File: config.mk
export PLATFORM = sky130hd
export DESIGN_NAME = bch_encoder_param_flat
export DESIGN_NICKNAME = d
export VERILOG_FILES = /design/src/rtl/bch_pkg.sv /design/src/rtl/bch_encoder_param_if.sv /design/src/rtl/bch_lfsr_rem.sv /design/src/rtl/bch_encoder_param.sv /design/src/flat_wrapper.sv
export SDC_FILE = /design/constraint.sdc
export NUM_CORES = 1
export LEC_CHECK = 0
export BUFFER_PORTS_ARGS = -buffer_cell sky130_fd_sc_hd__buf_4
export CAP_MARGIN = 15
export CORE_MARGIN = 3
export CORE_UTILIZATION = 35
export CTS_CLUSTER_SIZE = 10
export DETAILED_ROUTE_END_ITERATION = 6
export PLACE_DENSITY = 0.54
export SLEW_MARGIN = 20
export SYNTH_ARGS = -nofsm -noshare
export SYNTH_HDL_FRONTEND = slang
export SYNTH_SLANG_ARGS = --single-unit
export TNS_END_PERCENT = 1
File: constraint.sdc
create_clock -name clk -period 2.2 [get_ports clk]
set_input_delay 0 -clock clk [delete_from_list [all_inputs] [get_ports clk]]
set_output_delay 0 -clock clk [all_outputs]
set_load 0.05 [all_outputs]
File: src/rtl/bch_pkg.sv
// Shared constants and elaboration-time helpers for the parametrised BCH encoder.
package bch_pkg;

  localparam int          BCH_N_DEF    = 63;
  localparam int          BCH_K_DEF    = 51;
  localparam logic [12:0] BCH_POLY_DEF = 13'h1539;

  typedef enum logic {
    ST_MSG = 1'b0,
    ST_PAR = 1'b1
  } bch_state_e;

  function automatic int clog2(input int v);
    int r;
    r = 0;
    for (int i = 0; i < 31; i++) begin
      if ((1 << i) < v) r = i + 1;
    end
    return r;
  endfunction

  function automatic int poly_degree(input logic [1023:0] p);
    int d;
    d = 0;
    for (int i = 0; i < 1024; i++) begin
      if (p[i]) d = i;
    end
    return d;
  endfunction

endpackage

File: src/rtl/bch_encoder_param_if.sv
// Bit-serial input/output stream plus codeword counter of the BCH encoder.
interface bch_encoder_param_if #(
  parameter int CNT_W = 16
);
  logic             s_valid;
  logic             s_ready;
  logic             s_data;
  logic             m_valid;
  logic             m_ready;
  logic             m_data;
  logic             m_first;
  logic             m_last;
  logic [CNT_W-1:0] cw_count;

  // master: the encoder side; slave: source/sink environment
  modport master (
    input  s_valid, s_data, m_ready,
    output s_ready, m_valid, m_data, m_first, m_last, cw_count
  );

  modport slave (
    output s_valid, s_data, m_ready,
    input  s_ready, m_valid, m_data, m_first, m_last, cw_count
  );
endinterface

File: src/rtl/bch_lfsr_rem.sv
// Remainder LFSR over g(x): divides the shifted-in message, then shifts the remainder out MSB first.
module bch_lfsr_rem #(
  parameter int         R    = 12,
  parameter logic [R:0] POLY = 13'h1539
) (
  input  logic clk,
  input  logic rst_n,
  input  logic clr,
  input  logic shift_in_en,
  input  logic par_shift_en,
  input  logic din,
  output logic msb
);

  logic [R-1:0] rem_q, rem_d;
  logic         fb;

  assign fb  = din ^ rem_q[R-1];
  assign msb = rem_q[R-1];

  always_comb begin
    rem_d = rem_q;
    if (clr) begin
      rem_d = '0;
    end else if (shift_in_en) begin
      rem_d = (rem_q << 1) ^ (fb ? POLY[R-1:0] : '0);
    end else if (par_shift_en) begin
      rem_d = rem_q << 1;
    end
  end

  always_ff @(posedge clk or negedge rst_n) begin
    if (!rst_n) rem_q <= '0;
    else        rem_q <= rem_d;
  end

endmodule

File: src/rtl/bch_encoder_param.sv
// Systematic bit-serial BCH encoder: echoes K message bits, then appends N-K parity bits.
//
// state  | meaning
// ST_MSG | accepting message bits, each echoed to the output register
// ST_PAR | emitting the LFSR remainder as parity, input held off
module bch_encoder_param
  import bch_pkg::*;
#(
  parameter int           N        = BCH_N_DEF,
  parameter int           K        = BCH_K_DEF,
  parameter logic [N-K:0] GEN_POLY = BCH_POLY_DEF,
  parameter int           CNT_W    = 16
) (
  input  logic                clk,
  input  logic                rst_n,
  bch_encoder_param_if.master bus
);

  localparam int            R          = N - K;
  localparam int            CW         = clog2(N);
  localparam logic [CW-1:0] CNT_K_LAST = CW'(K - 1);
  localparam logic [CW-1:0] CNT_R_LAST = CW'(R - 1);

  if (N <= K || N > 1023) begin : g_bad_nk
    $error("bch_encoder_param: need K < N <= 1023");
  end
  if (poly_degree(1024'(GEN_POLY)) != R || GEN_POLY[0] != 1'b1) begin : g_bad_poly
    $error("bch_encoder_param: GEN_POLY must have degree N-K and constant term 1");
  end

  bch_state_e       state_q, state_d;
  logic [CW-1:0]    cnt_q, cnt_d;
  logic             m_valid_q, m_valid_d;
  logic             m_data_q, m_data_d;
  logic             m_first_q, m_first_d;
  logic             m_last_q, m_last_d;
  logic [CNT_W-1:0] cw_cnt_q, cw_cnt_d;

  logic free, s_ready, in_xfer;
  logic lfsr_clr, lfsr_shift_in, lfsr_par_shift, lfsr_msb;

  assign free    = !m_valid_q || bus.m_ready;
  assign s_ready = (state_q == ST_MSG) && free && rst_n;
  assign in_xfer = bus.s_valid && s_ready;

  bch_lfsr_rem #(
    .R    (R),
    .POLY (GEN_POLY)
  ) u_rem (
    .clk          (clk),
    .rst_n        (rst_n),
    .clr          (lfsr_clr),
    .shift_in_en  (lfsr_shift_in),
    .par_shift_en (lfsr_par_shift),
    .din          (bus.s_data),
    .msb          (lfsr_msb)
  );

  always_comb begin
    state_d        = state_q;
    cnt_d          = cnt_q;
    m_valid_d      = m_valid_q;
    m_data_d       = m_data_q;
    m_first_d      = m_first_q;
    m_last_d       = m_last_q;
    cw_cnt_d       = cw_cnt_q;
    lfsr_clr       = 1'b0;
    lfsr_shift_in  = 1'b0;
    lfsr_par_shift = 1'b0;

    // Drained output register with nothing new to load goes idle.
    if (free) m_valid_d = 1'b0;

    case (state_q)
      ST_MSG: begin
        if (in_xfer) begin
          m_valid_d     = 1'b1;
          m_data_d      = bus.s_data;
          m_first_d     = (cnt_q == '0);
          m_last_d      = 1'b0;
          lfsr_shift_in = 1'b1;
          if (cnt_q == CNT_K_LAST) begin
            cnt_d   = '0;
            state_d = ST_PAR;
          end else begin
            cnt_d = cnt_q + CW'(1);
          end
        end
      end
      ST_PAR: begin
        if (free) begin
          m_valid_d = 1'b1;
          m_data_d  = lfsr_msb;
          m_first_d = 1'b0;
          m_last_d  = (cnt_q == CNT_R_LAST);
          if (cnt_q == CNT_R_LAST) begin
            cnt_d    = '0;
            state_d  = ST_MSG;
            lfsr_clr = 1'b1;
            cw_cnt_d = cw_cnt_q + CNT_W'(1);
          end else begin
            lfsr_par_shift = 1'b1;
            cnt_d          = cnt_q + CW'(1);
          end
        end
      end
      default: state_d = ST_MSG;
    endcase
  end

  always_ff @(posedge clk or negedge rst_n) begin
    if (!rst_n) begin
      state_q   <= ST_MSG;
      cnt_q     <= '0;
      m_valid_q <= 1'b0;
      m_data_q  <= 1'b0;
      m_first_q <= 1'b0;
      m_last_q  <= 1'b0;
      cw_cnt_q  <= '0;
    end else begin
      state_q   <= state_d;
      cnt_q     <= cnt_d;
      m_valid_q <= m_valid_d;
      m_data_q  <= m_data_d;
      m_first_q <= m_first_d;
      m_last_q  <= m_last_d;
      cw_cnt_q  <= cw_cnt_d;
    end
  end

  assign bus.s_ready  = s_ready;
  assign bus.m_valid  = m_valid_q;
  assign bus.m_data   = m_data_q;
  assign bus.m_first  = m_first_q;
  assign bus.m_last   = m_last_q;
  assign bus.cw_count = cw_cnt_q;

endmodule

File: src/flat_wrapper.sv
// flat-port wrapper written by rule: the top's interface ports become plain ports
module bch_encoder_param_flat import bch_pkg::*;
#(
  parameter int           N        = BCH_N_DEF,
  parameter int           K        = BCH_K_DEF,
  parameter logic [N-K:0] GEN_POLY = BCH_POLY_DEF,
  parameter int           CNT_W    = 16
)
  (clk, rst_n, bus_s_valid, bus_s_data, bus_m_ready, bus_s_ready, bus_m_valid, bus_m_data, bus_m_first, bus_m_last, bus_cw_count);
  bch_encoder_param_if #(.CNT_W(CNT_W)) bus_i ();
  input  logic clk;
  input  logic rst_n;
  input wire logic [$bits(bus_i.s_valid)-1:0] bus_s_valid;
  input wire logic [$bits(bus_i.s_data)-1:0] bus_s_data;
  input wire logic [$bits(bus_i.m_ready)-1:0] bus_m_ready;
  output wire logic [$bits(bus_i.s_ready)-1:0] bus_s_ready;
  output wire logic [$bits(bus_i.m_valid)-1:0] bus_m_valid;
  output wire logic [$bits(bus_i.m_data)-1:0] bus_m_data;
  output wire logic [$bits(bus_i.m_first)-1:0] bus_m_first;
  output wire logic [$bits(bus_i.m_last)-1:0] bus_m_last;
  output wire logic [$bits(bus_i.cw_count)-1:0] bus_cw_count;
  assign bus_i.s_valid = bus_s_valid;
  assign bus_i.s_data = bus_s_data;
  assign bus_i.m_ready = bus_m_ready;
  assign bus_s_ready = bus_i.s_ready;
  assign bus_m_valid = bus_i.m_valid;
  assign bus_m_data = bus_i.m_data;
  assign bus_m_first = bus_i.m_first;
  assign bus_m_last = bus_i.m_last;
  assign bus_cw_count = bus_i.cw_count;
  bch_encoder_param #(.N(N), .K(K), .GEN_POLY(GEN_POLY), .CNT_W(CNT_W)) u_core (.clk(clk), .rst_n(rst_n), .bus(bus_i));
endmodule
After elaboration in Yosys (flattened, before gate mapping)
Cells that the tools add are included.

Output and inout port bits: 21. Bits in latches: 0. Input bits: 5. RAM bits: 0. ROM bits: 0. Register bits after elaboration: 39. Memories: 0.

Equality and inequality tests: 4. Divide/modulo/power cells: 0. Reduce and logical (&&, ||, !) cells: 9. Order comparisons: 0. Multiply operators: 0. Add/subtract/negate cells: 2. Shift-type cells: 0. Mux-type cells: 34. Bitwise logic cells: 3.

Operator list (number): 12-bit two-way mux (3); 6-bit two-way mux (4); 1-bit two-way mux (20); 16-bit by 1-bit adder with 16-bit output, second input constant (1); 6-bit case mux with 2 select lines (1); 12-bit by 11-bit XOR with 12-bit output (1); 11-bit two-way mux (1); 1-bit case mux with 2 select lines (5); 6-bit by 1-bit adder with 6-bit output, second input constant (1); 6-bit by 4-bit == test with 1-bit output, second input constant (1); 6-bit == test, second input constant (1); 6-bit logical NOT (1); 1-bit logical AND (3); 3-bit AND reduction (1); 3-bit nonzero test (1); 2-bit by 1-bit inequality test with 1-bit output, second input constant (1); 2-bit inequality test, second input constant (1); 2-bit AND reduction (1); 1-bit logical NOT (1); 1-bit logical OR (1); 1-bit inverter (1); 1-bit XOR (1).

Longest topological paths before layout
Word-level depth: 9. Mapped depth: 7. Depth with buffers taken out: 6.

By module
From an unflattened synthesis, not the netlist that was laid out.

Cell total of the unflattened synthesis: 193. Area, all modules: 2018.2 µm².

Modules (own cells, without submodules): bch_encoder_param (times used 1, seq. area each 675.6 µm², area an instance 1407.6 µm², cells each 132); bch_lfsr_rem (times used 1, seq. area each 300.3 µm², area an instance 610.6 µm², cells each 61).

Least setup slack after synthesis
Ideal clock, no wire load.

Kind: flip-flop to flip-flop. From: register u_core.m_valid_q (netlist: u_core.bus.m_valid). To: register u_core.cnt_q[5]. Arrival time: 1.856 ns. Cell stages (with the launch flop): 7. Setup time: 0.077 ns. Slack: 0.266 ns. Data required time: 2.123 ns. Path buffers: 2. Clock period less this slack: 1.934 ns. Cells stage by stage: dfrtp_1 -> nor2b_4 -> buf_6 -> or2_1 -> buf_2 -> or4_1 -> a21oi_1.

Word-level cells in the longest chain between the ends: 7. Elaborated cells between the ends (all ways): 8. Those cells by class: eq/ne (2); reduce/logical (6).

RTL lines: start, declared (RTL line bch_encoder_param.sv:33) `logic m_valid_q, m_valid_d;`; start signal, assigned (RTL line bch_encoder_param.sv:123) `m_valid_q <= m_valid_d;`; 1-bit logical NOT * (RTL line bch_encoder_param.sv:42) `assign free = !m_valid_q || bus.m_ready;`; 1-bit logical OR * (RTL line bch_encoder_param.sv:42); 1-bit logical AND (2 in series) (RTL line bch_encoder_param.sv:43) `assign s_ready = (state_q == ST_MSG) && free && rst_n;`; 1-bit logical AND (RTL line bch_encoder_param.sv:44) `assign in_xfer = bus.s_valid && s_ready;`; 2-bit by 1-bit inequality test with 1-bit output (no source line); 2-bit AND reduction (no source line) *; end signal, assigned (RTL line bch_encoder_param.sv:122) `cnt_q <= cnt_d;`; end, declared (RTL line bch_encoder_param.sv:32) `logic [CW-1:0] cnt_q, cnt_d;`.

Every way passes the cells marked *; elsewhere a longest branch is shown, timed or not. A chain may end at the register's enable or synchronous reset.

Final worst setup path
From: register u_core.cnt_q[1]. To: register u_core.u_rem.rem_q[11].

Word-level cells in the longest chain between the ends: 5. Elaborated cells between the ends (all ways): 9. Those cells by class: eq/ne (1); mux (7); reduce/logical (1).

RTL lines: 6-bit by 4-bit == test with 1-bit output * (RTL line bch_encoder_param.sv:96) `if (cnt_q == CNT_R_LAST) begin`; 1-bit two-way mux (RTL line bch_encoder_param.sv:96); 1-bit two-way mux (RTL line bch_encoder_param.sv:91) `if (free) begin`; 1-bit two-way mux (RTL line bch_encoder_param.sv:74) `case (state_q)`; 3-bit nonzero test (no source line) or 12-bit two-way mux (tied branches); end signal, assigned (RTL line bch_lfsr_rem.sv:34) `else rem_q <= rem_d;`; end, declared (RTL line bch_lfsr_rem.sv:15) `logic [R-1:0] rem_q, rem_d;`.

Marks and branches as above.

==> flow_summary.html <==
<table>
<tr><th>Metric</th><th>Value</th></tr>
<tr><th colspan="2">Outcome</th></tr>
<tr><td>Outcome</td><td>complete, no violations</td></tr>
<tr><th colspan="2">STA</th></tr>
<tr><td>Post-route fraction of the period consumed by the critical path</td><td>82.1%</td></tr>
<tr><td>Hold slack</td><td>between 0.05 and 0.06 ns</td></tr>
<tr><td>Headroom to the max-slew limit</td><td>64.3%</td></tr>
<tr><td>Setup repair after global routing missed its margin</td><td>no</td></tr>
<tr><td>Crit path time final</td><td>1.81 ns</td></tr>
<tr><td>Final Hold Fails</td><td>0</td></tr>
<tr><td>Least-Margin Pin Slew</td><td>0.531 ns</td></tr>
<tr><td>Count of endpoints failing setup in the final report</td><td>0</td></tr>
<tr><td>Maximum operating frequency</td><td>554 MHz</td></tr>
<tr><td>Setup_tns</td><td>0 ns</td></tr>
<tr><td>Number of pins exceeding their max-slew limit in the final report</td><td>0</td></tr>
<tr><td>Worst Clk Skew</td><td>approximately 0.0038 ns</td></tr>
<tr><th colspan="2">GRT</th></tr>
<tr><td>Initial antenna violation count</td><td>0</td></tr>
<tr><td>Global Route met3 Usage</td><td>3.74%</td></tr>
<tr><td>First-pass GRT wire length</td><td>6700 um</td></tr>
<tr><td>Met1 demand-to-capacity share in global routing</td><td>17.8%</td></tr>
<tr><td>Busiest grt layer</td><td>met2</td></tr>
<tr><td>Global-route congestion overflow total</td><td>0</td></tr>
<tr><td>Met2 usage in global routing</td><td>22.1%</td></tr>
<tr><td>Vias in the first global route</td><td>1,353</td></tr>
<tr><td>GR Util All Layers</td><td>13.7%</td></tr>
<tr><td>Pin count of the biggest net entering global routing</td><td>41</td></tr>
<tr><th colspan="2">Setup path</th></tr>
<tr><td>CP max stage cell</td><td>dfrtp_1</td></tr>
<tr><td>Element type at the critical path end</td><td>flop</td></tr>
<tr><td>Setup crit start kind</td><td>flop</td></tr>
<tr><td>Reg2Reg Launch Point</td><td>u_core.cnt_q[1]$_DFFE_PN0P_</td></tr>
<tr><td>Worst setup startpoint</td><td>u_core.cnt_q[1]$_DFFE_PN0P_</td></tr>
<tr><td>CP delay by family, top</td><td>simple AND/OR/NAND/NOR gates</td></tr>
<tr><td>Most used cell, CP</td><td>buf_4</td></tr>
<tr><td>R2R cell count</td><td>7</td></tr>
<tr><td>Capture instance of the worst register-to-register path</td><td>u_core.u_rem.rem_q[11]$_DFFE_PN0P_</td></tr>
<tr><td>CP max FO</td><td>11</td></tr>
<tr><td>Data arrival at the endpoint of the critical path</td><td>just under 2 ns</td></tr>
<tr><td>Bufs and invs on worst path</td><td>2</td></tr>
<tr><td>Register-to-register setup slack</td><td>0.39 ns</td></tr>
<tr><td>Required arrival time at the worst endpoint</td><td>around 2.4 ns</td></tr>
<tr><td>Number of gates on the worst path with buffers counted</td><td>7</td></tr>
<tr><td>Capturing element of the worst setup path</td><td>u_core.u_rem.rem_q[11]$_DFFE_PN0P_</td></tr>
<tr><td>Slowest cell delay on critical path</td><td>~0.42 ns</td></tr>
<tr><td>Critical-path cell list</td><td>ha_1, nand4bb_1, nor3_2, buf_4, nor2_1, buf_4, a22o_1</td></tr>
<tr><td>Category of the most critical setup path</td><td>flop to flop</td></tr>
<tr><th colspan="2">Final layout</th></tr>
<tr><td>Post-layout instance count excluding filler cells</td><td>275</td></tr>
<tr><td>Total number of nets in the final design</td><td>213</td></tr>
<tr><td>Filler Cell Count</td><td>516</td></tr>
<tr><td>Area Growth Syn to Fin</td><td>20.9%</td></tr>
<tr><td>Diode count</td><td>0</td></tr>
<tr><td>Final core utilization</td><td>44.2%</td></tr>
<tr><td>Top library cells by usage in the layout, fill and taps aside</td><td>dfrtp_1 (39), buf_4 (31), nand2_1 (19), xnor2_1 (13)</td></tr>
<tr><td>Most common cell after layout, fill and taps aside</td><td>dfrtp_1</td></tr>
<tr><td>Fraction of final layout cells with drive strength greater than 1</td><td>a little over a fifth</td></tr>
<tr><th colspan="2">Yosys</th></tr>
<tr><td>Mean cell area of the mapped netlist</td><td>~11 um^2</td></tr>
<tr><td>Flip-flop and latch count after synthesis</td><td>39</td></tr>
<tr><td>Synth Area in XOR/XNOR</td><td>11.2%</td></tr>
<tr><td>Number of nets produced by synthesis</td><td>roughly 180</td></tr>
<tr><td>Number of enable-type register cells in the synthesized netlist</td><td>0</td></tr>
<tr><td>Multiplexer share of the synthesized area</td><td>1.13%</td></tr>
<tr><td>Post-synthesis share of cell area spent on and, or, nand and nor gates</td><td>21.5%</td></tr>
<tr><td>Warnings from Yosys</td><td>0</td></tr>
<tr><td>Most used flip-flop cell after synthesis</td><td>dfrtp_1</td></tr>
<tr><td>Share of synthesized registers carrying an async set or reset</td><td>100%</td></tr>
<tr><td>Combinational family with the most area after synthesis</td><td>simple AND/OR/NAND/NOR gates</td></tr>
<tr><td>Area fraction in compound gates after synthesis</td><td>about 8.7%</td></tr>
<tr><td>Number of distinct library cells after synthesis</td><td>38</td></tr>
<tr><td>Netlist area before placement</td><td>around 1900 um^2</td></tr>
<tr><td>Biggest area consumer among synthesized cells</td><td>dfrtp_1</td></tr>
<tr><td>Sequential-to-total area share from yosys stat</td><td>52.0%</td></tr>
<tr><td>Dominant cells by area after synthesis</td><td>dfrtp_1 (52%), xnor2_1 (6.1%), a22o_1 (5.1%)</td></tr>
<tr><td>Adder-cell share of the synthesized area</td><td>approximately 2.7%</td></tr>
<tr><td>Share of Yosys cell area claimed by the top area cell type</td><td>52.0%</td></tr>
<tr><td>Instance count of the mapped netlist</td><td>172</td></tr>
<tr><th colspan="2">CTS</th></tr>
<tr><td>Clock tree from TritonCTS</td><td>yes</td></tr>
<tr><td>Total number of H-tree levels</td><td>2</td></tr>
<tr><td>CTS clk-pin slew, worst paths</td><td>0.08 ns</td></tr>
<tr><td>Inserted Clock Buffers</td><td>5</td></tr>
<tr><td>Clk_lat worst skew</td><td>roughly 0.29 ns</td></tr>
<tr><td>Root buffer selected by CTS</td><td>clkbuf_8</td></tr>
<tr><td>Maximum buffer depth of the clock tree</td><td>2</td></tr>
<tr><td>Clk sinks</td><td>39</td></tr>
<tr><th colspan="2">Routing</th></tr>
<tr><td>DRC errors left</td><td>0</td></tr>
<tr><td>Drt wl/cell</td><td>14.1 um</td></tr>
<tr><td>Total vias in the final route</td><td>around 1,400</td></tr>
<tr><td>Drt first-iter violations</td><td>94</td></tr>
<tr><td>Post-detailed-route via-to-cell ratio</td><td>between 4 and 5</td></tr>
<tr><td>First-pass iteration count of the detailed router</td><td>4</td></tr>
<tr><td>Total routed wirelength</td><td>3880 um</td></tr>
<tr><td>Number of nets with antenna violations after detailed routing</td><td>0</td></tr>
<tr><th colspan="2">Place</th></tr>
<tr><td>Routability congestion estimate</td><td>about 0.87</td></tr>
<tr><td>Detailed placer's ending HPWL</td><td>2790 um</td></tr>
<tr><td># placed instances</td><td>266</td></tr>
<tr><td>Count of buffers from port buffering</td><td>25</td></tr>
<tr><th colspan="2">Die</th></tr>
<tr><td>Placeable core region</td><td>5140 um^2</td></tr>
<tr><td>Top-Level Pins</td><td>26</td></tr>
<tr><td>Die height</td><td>79.2 um</td></tr>
<tr><td>Die area</td><td>6280 um^2</td></tr>
<tr><td>Row count</td><td>26</td></tr>
<tr><td>Initial standard-cell utilization of the core</td><td>36.5%</td></tr>
<tr><td>Die Span X</td><td>79.2 um</td></tr>
<tr><th colspan="2">Power and ir drop</th></tr>
<tr><td>Peak supply drop</td><td>0.000487 V</td></tr>
<tr><td>Leakage power of the design</td><td>0.00105 uW</td></tr>
<tr><td>Tot Pwr</td><td>2190 uW</td></tr>
<tr><td>Power density of the placed cells</td><td>966 nW/um^2</td></tr>
<tr><th colspan="2">Hold path</th></tr>
<tr><td>Class of the tightest hold or removal check</td><td>input pin to flop</td></tr>
<tr><th colspan="2">Flow run</th></tr>
<tr><td>Count of maximum capacitance violations</td><td>0</td></tr>
</table>
[synthesized netlist by cell type (4+ instances only)]
| master | number |
|---|---|
| dfrtp_1 | 39 |
| nand2_1 | 19 |
| xnor2_1 | 13 |
| a22o_1 | 11 |
| xor2_1 | 11 |
| nor2_1 | 10 |
| nor3_1 | 8 |
| nand3_1 | 5 |
| nand4_1 | 5 |
| ha_1 | 4 |
| o21ai_0 | 4 |
[metal layers]
| metal | vias to the layer above | wire (um) |
|---|---|---|
| met5 | - | 0 |
| met4 | 0 | 46 |
| met3 | 5 | 175 |
| met2 | 27 | 1860 |
| met1 | 648 | 1800 |
| li1 | 673 | - |
[how the worst min path moves through the flow]
stage	startpoint	endpoint	slack, ns	depth (start not counted)
final	bus_s_data	u_core.bus.m_data$_DFFE_PN0P_	0.06	3
after global placement	rst_n	u_core.bus.cw_count[3]$_DFFE_PN0P_	0.13	2
after global routing	bus_s_data	u_core.bus.m_data$_DFFE_PN0P_	0.06	3
after detailed placement	rst_n	u_core.bus.cw_count[3]$_DFFE_PN0P_	0.13	2
after CTS	bus_s_data	u_core.bus.m_data$_DFFE_PN0P_	0.05	3
after floorplan	rst_n	u_core.bus.cw_count[0]$_DFFE_PN0P_	-0.30	0
[cells by family (layout without fill, tap and decap cells)]
family | Yosys count | in the layout
AND/OR/NAND/NOR | 71 | 71
adder cells (fa/ha/maj) | 4 | 4
AO/OA/AOI/OAI | 22 | 22
multiplexers | 2 | 2
XOR/XNOR | 24 | 24
flip-flops | 39 | 39
buffers and inverters | 10 | 43
[final cells by class]
| cell class | instances | area (um^2) | share of cell area, % |
|---|---|---|---|
| clock buffer | 7 | 96.3 | 4.24 |
| clock inverter | 1 | 7.51 | 0.331 |
| inverter | 3 | 11.3 | 0.496 |
| multi-input combinational | 123 | 848 | 37.4 |
| sequential | 39 | 976 | 43.0 |
| tap | 70 | 87.6 | 3.86 |
| timing repair buffer | 32 | 243 | 10.7 |
[stage by stage]
stage	area [um^2]	worst slack, ns
4_1_cts	2270	0.382
3_3_place_gp	2160	0.449
2_1_floorplan	1880	0.266
5_1_grt	2270	0.209
3_5_place_dp	2160	0.394
6_report	2270	0.394
[timing repair]
item / CTS / global route
gates resized for setup: 0 / 0
setup buffers: 0 / 0
hold endpoints to repair: 39 / 0
hold buffers: 1 / 0
[report_power, final]
group	switching [uW]	total, uW	internal (uW)
combinational	329	604	275
clock	258	544	285
sequential	160	1040	885
[sequential cells by signal, indices dropped and copies added (netlist names)]
name,cells
u_core.u_rem.rem_q,12
u_core.state_q,1
u_core.cnt_q,6
u_core.bus.m_last,1
u_core.bus.m_first,1
u_core.bus.m_data,1
u_core.bus.m_valid,1
u_core.bus.cw_count,16
[worst reg2reg max path, delay by kind of cell, from the launching register on]
family	cells	cell delay (ns)
compound gates	1	0.18
fa+ha+maj	1	0.23
buf+inv	2	0.34
flops	1	0.42
simple gates	3	0.52
Note: power is estimated with default switching activity, not from simulation.
